===== src/rtl/cv32e41s_ram_bridge_pkg.sv =====
// rtl/cv32e41s_ram_bridge_pkg.sv - shared types and byte-merge helper for the OBI RAM bridge
package cv32e41s_ram_bridge_pkg;

  typedef logic [31:0] word_t;

  typedef enum logic {
    IDLE   = 1'b0,
    RMW_WR = 1'b1
  } bridge_state_e;

  localparam logic [3:0] BE_FULL = 4'b1111;
  localparam logic [3:0] BE_NONE = 4'b0000;

  // Byte i of the result comes from new_word when be[i] is set, else from old_word.
  function automatic word_t be_merge(input word_t old_word, input word_t new_word,
                                     input logic [3:0] be);
    word_t merged;
    for (int i = 0; i < 4; i++) begin
      merged[8*i +: 8] = be[i] ? new_word[8*i +: 8] : old_word[8*i +: 8];
    end
    return merged;
  endfunction

endpackage


===== src/rtl/cv32e41s_obi_ram_bridge.sv =====
// rtl/cv32e41s_obi_ram_bridge.sv - OBI subordinate to single RAM port, byte enables via read-modify-write
module cv32e41s_obi_ram_bridge
  import cv32e41s_ram_bridge_pkg::*;
#(
  parameter int A_WID    = 32,
  parameter int MEM_SIZE = 1024
) (
  input  logic             clk_i,
  input  logic             rst_i,
  input  logic             obi_req_i,
  output logic             obi_gnt_o,
  input  logic [A_WID-1:0] obi_addr_i,
  input  logic             obi_we_i,
  input  logic [3:0]       obi_be_i,
  input  logic [31:0]      obi_wdata_i,
  output logic             obi_rvalid_o,
  output logic [31:0]      obi_rdata_o,
  output logic             obi_err_o,
  output logic             ram_en_o,
  output logic             ram_we_o,
  output logic [A_WID-1:0] ram_addr_o,
  output logic [31:0]      ram_wdata_o,
  input  logic [31:0]      ram_rdata_i
);

  bridge_state_e    state_q;
  logic [A_WID-1:0] lat_addr_q;
  logic [3:0]       lat_be_q;
  word_t            lat_wdata_q;
  logic             rsp_valid_q;
  logic             rsp_err_q;
  logic             rsp_read_q;

  logic [A_WID-1:0] word_addr;
  logic             out_of_range;
  logic             is_full_write;
  logic             is_partial_write;

  assign word_addr        = {obi_addr_i[A_WID-1:2], 2'b00};
  assign out_of_range     = (obi_addr_i >> 2) >= A_WID'(MEM_SIZE);
  assign is_full_write    = obi_we_i && (obi_be_i == BE_FULL);
  assign is_partial_write = obi_we_i && (obi_be_i != BE_FULL) && (obi_be_i != BE_NONE);

  // Grant and RAM port: driven from the live request in IDLE, from the latched request in RMW_WR;
  // everything is silenced while reset is asserted so an aborted RMW never reaches the RAM.
  always_comb begin
    obi_gnt_o   = 1'b0;
    ram_en_o    = 1'b0;
    ram_we_o    = 1'b0;
    ram_addr_o  = '0;
    ram_wdata_o = '0;
    if (!rst_i) begin
      case (state_q)
        IDLE: begin
          obi_gnt_o = 1'b1;
          if (obi_req_i && !out_of_range) begin
            ram_addr_o = word_addr;
            if (!obi_we_i || is_partial_write) begin
              ram_en_o = 1'b1;
            end else if (is_full_write) begin
              ram_en_o    = 1'b1;
              ram_we_o    = 1'b1;
              ram_wdata_o = obi_wdata_i;
            end
          end
        end
        RMW_WR: begin
          ram_en_o    = 1'b1;
          ram_we_o    = 1'b1;
          ram_addr_o  = lat_addr_q;
          ram_wdata_o = be_merge(ram_rdata_i, lat_wdata_q, lat_be_q);
        end
        default: begin
          obi_gnt_o = 1'b0;
        end
      endcase
    end
  end

  // State register, latched partial-write request and one-deep response pipeline.
  always_ff @(posedge clk_i) begin
    if (rst_i) begin
      state_q     <= IDLE;
      lat_addr_q  <= '0;
      lat_be_q    <= '0;
      lat_wdata_q <= '0;
      rsp_valid_q <= 1'b0;
      rsp_err_q   <= 1'b0;
      rsp_read_q  <= 1'b0;
    end else begin
      rsp_valid_q <= 1'b0;
      rsp_err_q   <= 1'b0;
      rsp_read_q  <= 1'b0;
      case (state_q)
        IDLE: begin
          if (obi_req_i) begin
            if (out_of_range) begin
              rsp_valid_q <= 1'b1;
              rsp_err_q   <= 1'b1;
            end else if (is_partial_write) begin
              state_q     <= RMW_WR;
              lat_addr_q  <= word_addr;
              lat_be_q    <= obi_be_i;
              lat_wdata_q <= obi_wdata_i;
            end else begin
              rsp_valid_q <= 1'b1;
              rsp_read_q  <= !obi_we_i;
            end
          end
        end
        RMW_WR: begin
          state_q     <= IDLE;
          rsp_valid_q <= 1'b1;
        end
        default: begin
          state_q <= IDLE;
        end
      endcase
    end
  end

  // Read data is taken straight from the RAM's output register during the response cycle.
  assign obi_rvalid_o = rsp_valid_q;
  assign obi_err_o    = rsp_err_q;
  assign obi_rdata_o  = (rsp_valid_q && rsp_read_q) ? ram_rdata_i : 32'h0;

endmodule

===== config.mk =====
export PLATFORM = sky130hd
export DESIGN_NAME = cv32e41s_obi_ram_bridge
export DESIGN_NICKNAME = d
export VERILOG_FILES = /design/src/rtl/cv32e41s_ram_bridge_pkg.sv /design/src/rtl/cv32e41s_obi_ram_bridge.sv
export SDC_FILE = /design/constraint.sdc
export NUM_CORES = 1
export LEC_CHECK = 0
export BUFFER_PORTS_ARGS = -buffer_cell sky130_fd_sc_hd__buf_2
export CELL_PAD_IN_SITES_DETAIL_PLACEMENT = 1
export CELL_PAD_IN_SITES_GLOBAL_PLACEMENT = 1
export CORE_MARGIN = 10
export CORE_UTILIZATION = 36
export CTS_CLUSTER_DIAMETER = 50
export DETAILED_ROUTE_END_ITERATION = 12
export PLACE_DENSITY_LB_ADDON = 0.05
export SLEW_MARGIN = 20
export SYNTH_ARGS = -nofsm -noshare
export SYNTH_HDL_FRONTEND = slang
export SYNTH_SLANG_ARGS = --single-unit

===== constraint.sdc =====
create_clock -name clk_i -period 2.6 [get_ports clk_i]
set_input_delay 0.39 -clock clk_i [delete_from_list [all_inputs] [get_ports clk_i]]
set_output_delay 0.39 -clock clk_i [all_outputs]
set_load 0.01 [all_outputs]

==> run metrics, run 1 <==
post-synthesis cell type count 34; Clock Tree Buf Depth 2; max cap viols 0; setup ws final 0.192 ns; dpl hpwl 11.8 mm; pwr dens 470 nW/µm²; clk slew on worst S/H paths 0.06 ns; Area Overhead vs Synth 34.3%; Syn Inst Count 451; Critical Path Fanout Max 18; Initial DRC Count 309; Post-synth top cells 70 x dfxtp_1, 48 x nand4_1, 47 x a21oi_1; CTS resizes 0; worst hold path class primary input to flip-flop; top cell type's share of synthesized area 34.1%; Pre-antenna DRT Iters 4; Setup Skew 0.00598 ns; Final Max Slew Viols 0; top cells by area, synth dfxtp_1 34%, o31ai_1 8.4%, mux2i_1 7.8%; flop-to-flop setup slack 0.76 ns; Setup Buffers After CTS 0; fin nets 725; min Tclk post-route 2.41 ns; total chip power 0.00259 W; most frequent cell after synthesis dfxtp_1; Worst IR Drop VDD 280 µV; Sink Count 70; DP Area 5200 µm²; GPL Wtd Cong 0.751; die area 16100 µm²; CP Depth 7; Via density 5.74; Synth async-reset ratio 0%; post-synthesis register bit count 70; hold_sp obi_addr_i[2]; post-synthesis sequential area ratio 34.1%; Yosys top cell by area dfxtp_1; CTS Buf Count 9; Critical Path Max Stage Delay 0.37 ns; Synth Warn # 0; total number of vias 4399; ys flop type dfxtp_1; Placement Setup Slack 0.167 ns; arrival time at the worst endpoint 2.02 ns; cells along the critical path buf_2 -> nor4_4 -> nand3_2 -> nor4_4 -> buf_4 -> o2bb2ai_1 -> buf_2; Initial Util 37.3%; RR Startpoint state_q; Detail Route Antenna Nets 0; RSZ-0062 raised after global routing false; IO Pins 205; final setup vio count 0; Hold EP lat_addr_q[2]; gr usage total 19.6%; Final TNS setup 0 ns; layout cell share with drive strength beyond 1 42.2%; Mean Syn Cell Area 9.11 µm²; cell family with most CP delay simple AND/OR/NAND/NOR gates; die width 127 µm; Worst-Margin Slew 0.624 ns; later-pin clock latency in the skew report 0.33 ns; Worst setup EP type primary output; Hold Path Stages 3; Crit Path Category primary input to primary output; H-tree depth 3; RR Endpoint lat_wdata_q[6]; Worst Reg-to-Reg Cells 5; initial antenna violation count 2; first-pass GRT wire length 26.0 mm; EDFF count, synth 0; largest net degree at the start of global routing 49; slowest library cell on the worst path nor4_4; data required time of the critical path 2.21 ns; Fill cells 1340; hold buffer count at cts 0; final wirelength 16.5 mm; PortBufs 200; grt total ovfl 0; Fin Hold WS 0.326 ns; residual DRC count 0; worst path bufs/invs 3; CORE AREA 11000 µm²; Final Hold Fails 0; cell area after synthesis 4110 µm²; Die H 127 µm; Pleak 2.43 nW; mean routed wirelength per cell 21.5 µm; CTS tree done; achievable clock frequency 0.415 GHz; worst rel slew slack 58.3%; fin area 5520 µm²; final critical-path share of the clock period 92.6%; status completed; Root Buffer clkbuf_16; vias in the first global route 4706; number of cell rows 38; CP startpoint kind primary input
==> cell families (layout without fill, tap and decap cells) <==
kind of cell           Yosys count  in the layout  share of synthesized area, %
muxes                           32             32                          7.79
other                            1              3                        0.0912
AOI/OAI and AO/OA              140            140                          26.6
and+or+nand+nor                145            145                          24.3
DFF                             70             70                          34.1
buffers and inverters           63            237                          7.12
==> registers in the layout, indices dropped and copies added, names as in the netlist <==
name          count
lat_be_q          4
obi_err_o         1
obi_rvalid_o      1
state_q           1
rsp_read_q        1
lat_wdata_q      32
lat_addr_q       30
==> tightest hold or removal path, stage by stage <==
cell	delay, ns
buf_2	0.11
nand4_1	0.06
a21oi_1	0.06
==> how the worst max path moves through the flow <==
stage	start	end
global placement	obi_addr_i[18]	ram_wdata_o[12]
global route	obi_addr_i[18]	ram_wdata_o[12]
finish	obi_addr_i[18]	ram_wdata_o[12]
detailed placement	obi_addr_i[18]	ram_wdata_o[12]
floorplan	obi_addr_i[18]	ram_wdata_o[11]
CTS	obi_addr_i[18]	ram_wdata_o[12]
==> layer usage <==
metal | vias up | share of wire, % | global-route usage (%)
met3 | 22 | 7.4 | 5.71
met5 | - | 0.049 | 0
met4 | 2 | 1.6 | 6.56
li1 | 2088 | - | -
met1 | 2137 | 41 | 22.4
met2 | 150 | 50 | 34.1
==> area by class of cell <==
class	count	area, µm²	area share, %
inverter	3	11.3	0.204
sequential	70	1400	25.4
clock buffer	14	284	5.15
timing repair buffer	218	1170	21.3
antenna	1	2.50	0.0453
tap	140	175	3.17
clock inverter	2	37.5	0.680
multi-input combinational	319	2430	44.1
==> metrics by stage <==
stage                     util [%]  std cells
final                         50.0        767
after global routing          50.0        766
after detailed placement      47.1        750
after floorplan                  -        452
after global placement        47.1        750
after CTS                     50.0        766
==> cells in the final DEF (no fill, tap or decap), drive strengths merged, types with 2 or more instances in the layout <==
cell type	n
nand2	3
inv	3
nor3	2
o2bb2ai	32
nor4	7
buf	218
dfxtp	70
o31ai	46
clkbuf	14
a31oi	2
a32o	10
a21oi	47
conb	2
mux2i	32
nor2	6
and2	40
nand4	48
and3	33
==> where the power goes <==
part           leakage [nW]  internal, W  total [W]  switching, W
clock                 0.155     0.000848    0.00131      0.000461
combinational          1.71    0.0000820   0.000210      0.000128
sequential            0.564      0.00107    0.00108    0.00000113
(Power assumes the default switching activity.)
==> run 2: changes to the inputs <==
--- a/config.mk
+++ b/config.mk
@@ -9,7 +9,7 @@
 export CELL_PAD_IN_SITES_DETAIL_PLACEMENT = 1
 export CELL_PAD_IN_SITES_GLOBAL_PLACEMENT = 1
 export CORE_MARGIN = 10
-export CORE_UTILIZATION = 36
+export CORE_UTILIZATION = 30
 export CTS_CLUSTER_DIAMETER = 50
 export DETAILED_ROUTE_END_ITERATION = 12
 export PLACE_DENSITY_LB_ADDON = 0.05
==> constraint.sdc (replaced) <==
create_clock -name clk_i -period 2.06 [get_ports clk_i]
set_input_delay 0.309 -clock clk_i [delete_from_list [all_inputs] [get_ports clk_i]]
set_output_delay 0.309 -clock clk_i [all_outputs]
set_load 0.01 [all_outputs]
==> run metrics, run 2 (synthesized netlist as in run 1, its figures left out) <==
failing checks negative setup slack; dpl hpwl 11.9 mm (+1.2%); Detail Route Antenna Nets 0 (unchanged); worst rel slew slack 62.0% (+3.7 points); Worst Reg-to-Reg Cells 6 (+1); commonest non-fill, non-tap cell in the layout buf_2; Hold EP lat_addr_q[2]; Fill cells 1604 (+20%); cells along the critical path buf_6 -> nor4_4 -> nand2_2 -> buf_4 -> buf_4 -> nor3_4 -> buf_6 -> a32o_1 -> buf_2; Initial Util 30.8% (-6.5 points); register area 1410 µm² (+0.27%); flop-to-flop setup slack 0.62 ns (-0.14 ns); final setup vio count 41 (+41); status finished with violations; mean routed wirelength per cell 21.1 µm (-1.6%); max cap viols 0 (unchanged); CP startpoint kind primary input; commonest cells after routing, fill and taps aside 190 x buf_2, 69 x dfxtp_1, 48 x nand4_1; layout cell share with drive strength beyond 1 47.6% (+5.4 points); residual DRC count 0 (unchanged); CP Depth 9 (+2); worst path bufs/invs 5 (+2); Die H 137 µm (+8.0%); switching portion of total power 24.3% (+1.5 points); PortBufs 200 (unchanged); die width 137 µm (+8.0%); combinational share of power 9.5% (+1.4 points); min Tclk post-route 2.14 ns; Worst-Margin Slew 0.570 ns (-0.0537 ns); final critical-path share of the clock period 104%; die area 18800 µm² (+17%); clk slew on worst S/H paths 0.06 ns (about the same); Most flops, register lat_wdata_q; Reg power frac 43.0% (+1.5 points); Root Buffer clkbuf_16; grt total ovfl 0 (unchanged); first-pass GRT wire length 25.7 mm (-1.1%); final wirelength 17.4 mm (+6.0%); Critical Path Fanout Max 7 (-11); CTS tree done; Setup Skew 0.00321 ns (-0.00277 ns); vias in the first global route 4805 (+2.1%); final core occ 45.5% (-4.5 points); worst hold path class primary input to flip-flop; Worst setup EP type primary output; total number of vias 4487 (+2.0%); Crit Path Category primary input to primary output; CTS Buf Count 9 (unchanged); H-tree depth 3 (unchanged); Pleak 2.63 nW (+8.5%); Worst IR Drop VDD 443 µV (+58%); fin nets 750 (+3.4%); P_int 0.00239 W (+19%); pwr dens 518 nW/µm² (+10%); initial antenna violation count 0 (-2); Switching Power 0.000764 W (+30%); setup ws final -0.0785 ns (-0.271 ns); gr usage total 17.3% (-2.3 points); cell family with most CP delay buffers and inverters; max reg flops 32 (unchanged); CORE AREA 13300 µm² (+21%); Area Overhead vs Synth 47.9%; Placement Setup Slack -0.147 ns (-0.314 ns); RR Endpoint lat_addr_q[3]; registers with the most flip-flops lat_wdata_q x32, lat_addr_q x30, lat_be_q x4; Via density 5.43 (-5.4%); Final Max Slew Viols 0 (unchanged); data required time of the critical path 1.75 ns (-0.46 ns); Pre-antenna DRT Iters 4 (unchanged); Final Hold Fails 0 (unchanged); RR Startpoint state_q; Clock Tree Buf Depth 2 (unchanged); hold_sp obi_addr_i[2]; number of cell rows 42 (+11%); later-pin clock latency in the skew report 0.33 ns (about the same); Initial DRC Count 217 (-30%); multi-input logic area 2620 µm² (+7.5%); largest net degree at the start of global routing 51 (+4.1%); achievable clock frequency 0.468 GHz; RSZ-0062 raised after global routing true; arrival time at the worst endpoint 1.83 ns (-0.19 ns); ANT cells 0 (-1); GPL Wtd Cong 0.752 (+0.17%); Critical Path Max Stage Delay 0.34 ns (-0.03 ns); Hold Path Stages 3 (unchanged); Sink Count 70 (unchanged); Final TNS setup -1.29 ns (-1.29 ns); slowest library cell on the worst path nor4_4; IO Pins 205 (unchanged); Clock Power Share 47.4% (-3.1 points)
==> run 2: changes by cell type in the layout (fill, tap and decap cells not counted), sizes merged <==
cell    change
bufinv      -1
diode       -1
buf        +24
clkinv      +2
==> run 2: timing repair <==
item                       in CTS  in global routing
setup buffers                   5                  2
pin swaps                       1                 11
gates cloned                    2                  1
hold buffers                    0                  0
setup endpoints to repair      32                 62
gates resized for setup        18                 40
==> run 2: through the flow <==
step	hold WS [ns]	power (W)	instances	area, µm²
global route	0.245	0.00329	827	6080
global placement	0.433	0.00166	802	5390
CTS	0.228	0.00319	825	5810
finish	0.248	0.00315	827	6080
detailed placement	0.437	0.00167	802	5390
floorplan	0.421	0.00148	452	4110
==> run 2: worst min-delay path: stages <==
cell     delay (ns)
buf_2          0.11
nand4_1        0.06
a21oi_1        0.06
==> run 2: layout make-up <==
type                    count  share of cell area, %
multi-input cells         319                   43.1
repair buffers            243                   25.3
flip-flops and latches     70                   23.1
well taps                 176                   3.62
inverters                   3                  0.185
clock inverters             3                  0.288
clock buffers              13                   4.45
==> run 2: worst max path at each step <==
stage,start,endpoint,slack (ns)
after detailed placement,obi_addr_i[26],ram_wdata_o[0],-0.15
after CTS,state_q,ram_wdata_o[29],-0.07
after global placement,obi_addr_i[18],ram_wdata_o[0],-0.08
final,obi_addr_i[20],ram_addr_o[4],-0.08
after global routing,obi_addr_i[20],ram_addr_o[2],-0.22
after floorplan,obi_addr_i[18],ram_wdata_o[11],0.23
==> run 2: routing by layer <==
| metal | track usage [%] | share of wire, % | vias to the layer above |
|---|---|---|---|
| li1 | - | - | 2140 |
| met1 | 18.6 | 41 | 2200 |
| met2 | 31.4 | 51 | 128 |
| met3 | 5.32 | 7.1 | 19 |
| met4 | 5.44 | 1.6 | 0 |
| met5 | 0 | 0 | - |
==> run 2: power groups by stage <==
stage | Sequential [W] | Combinational (W) | Clock [W]
2_1_floorplan | 0.00139 | 0.0000915 | 0
3_3_place_gp | 0.00139 | 0.000272 | 0
3_5_place_dp | 0.00139 | 0.000280 | 0
4_1_cts | 0.00136 | 0.000285 | 0.00154
5_1_grt | 0.00135 | 0.000326 | 0.00161
6_report | 0.00136 | 0.000300 | 0.00149
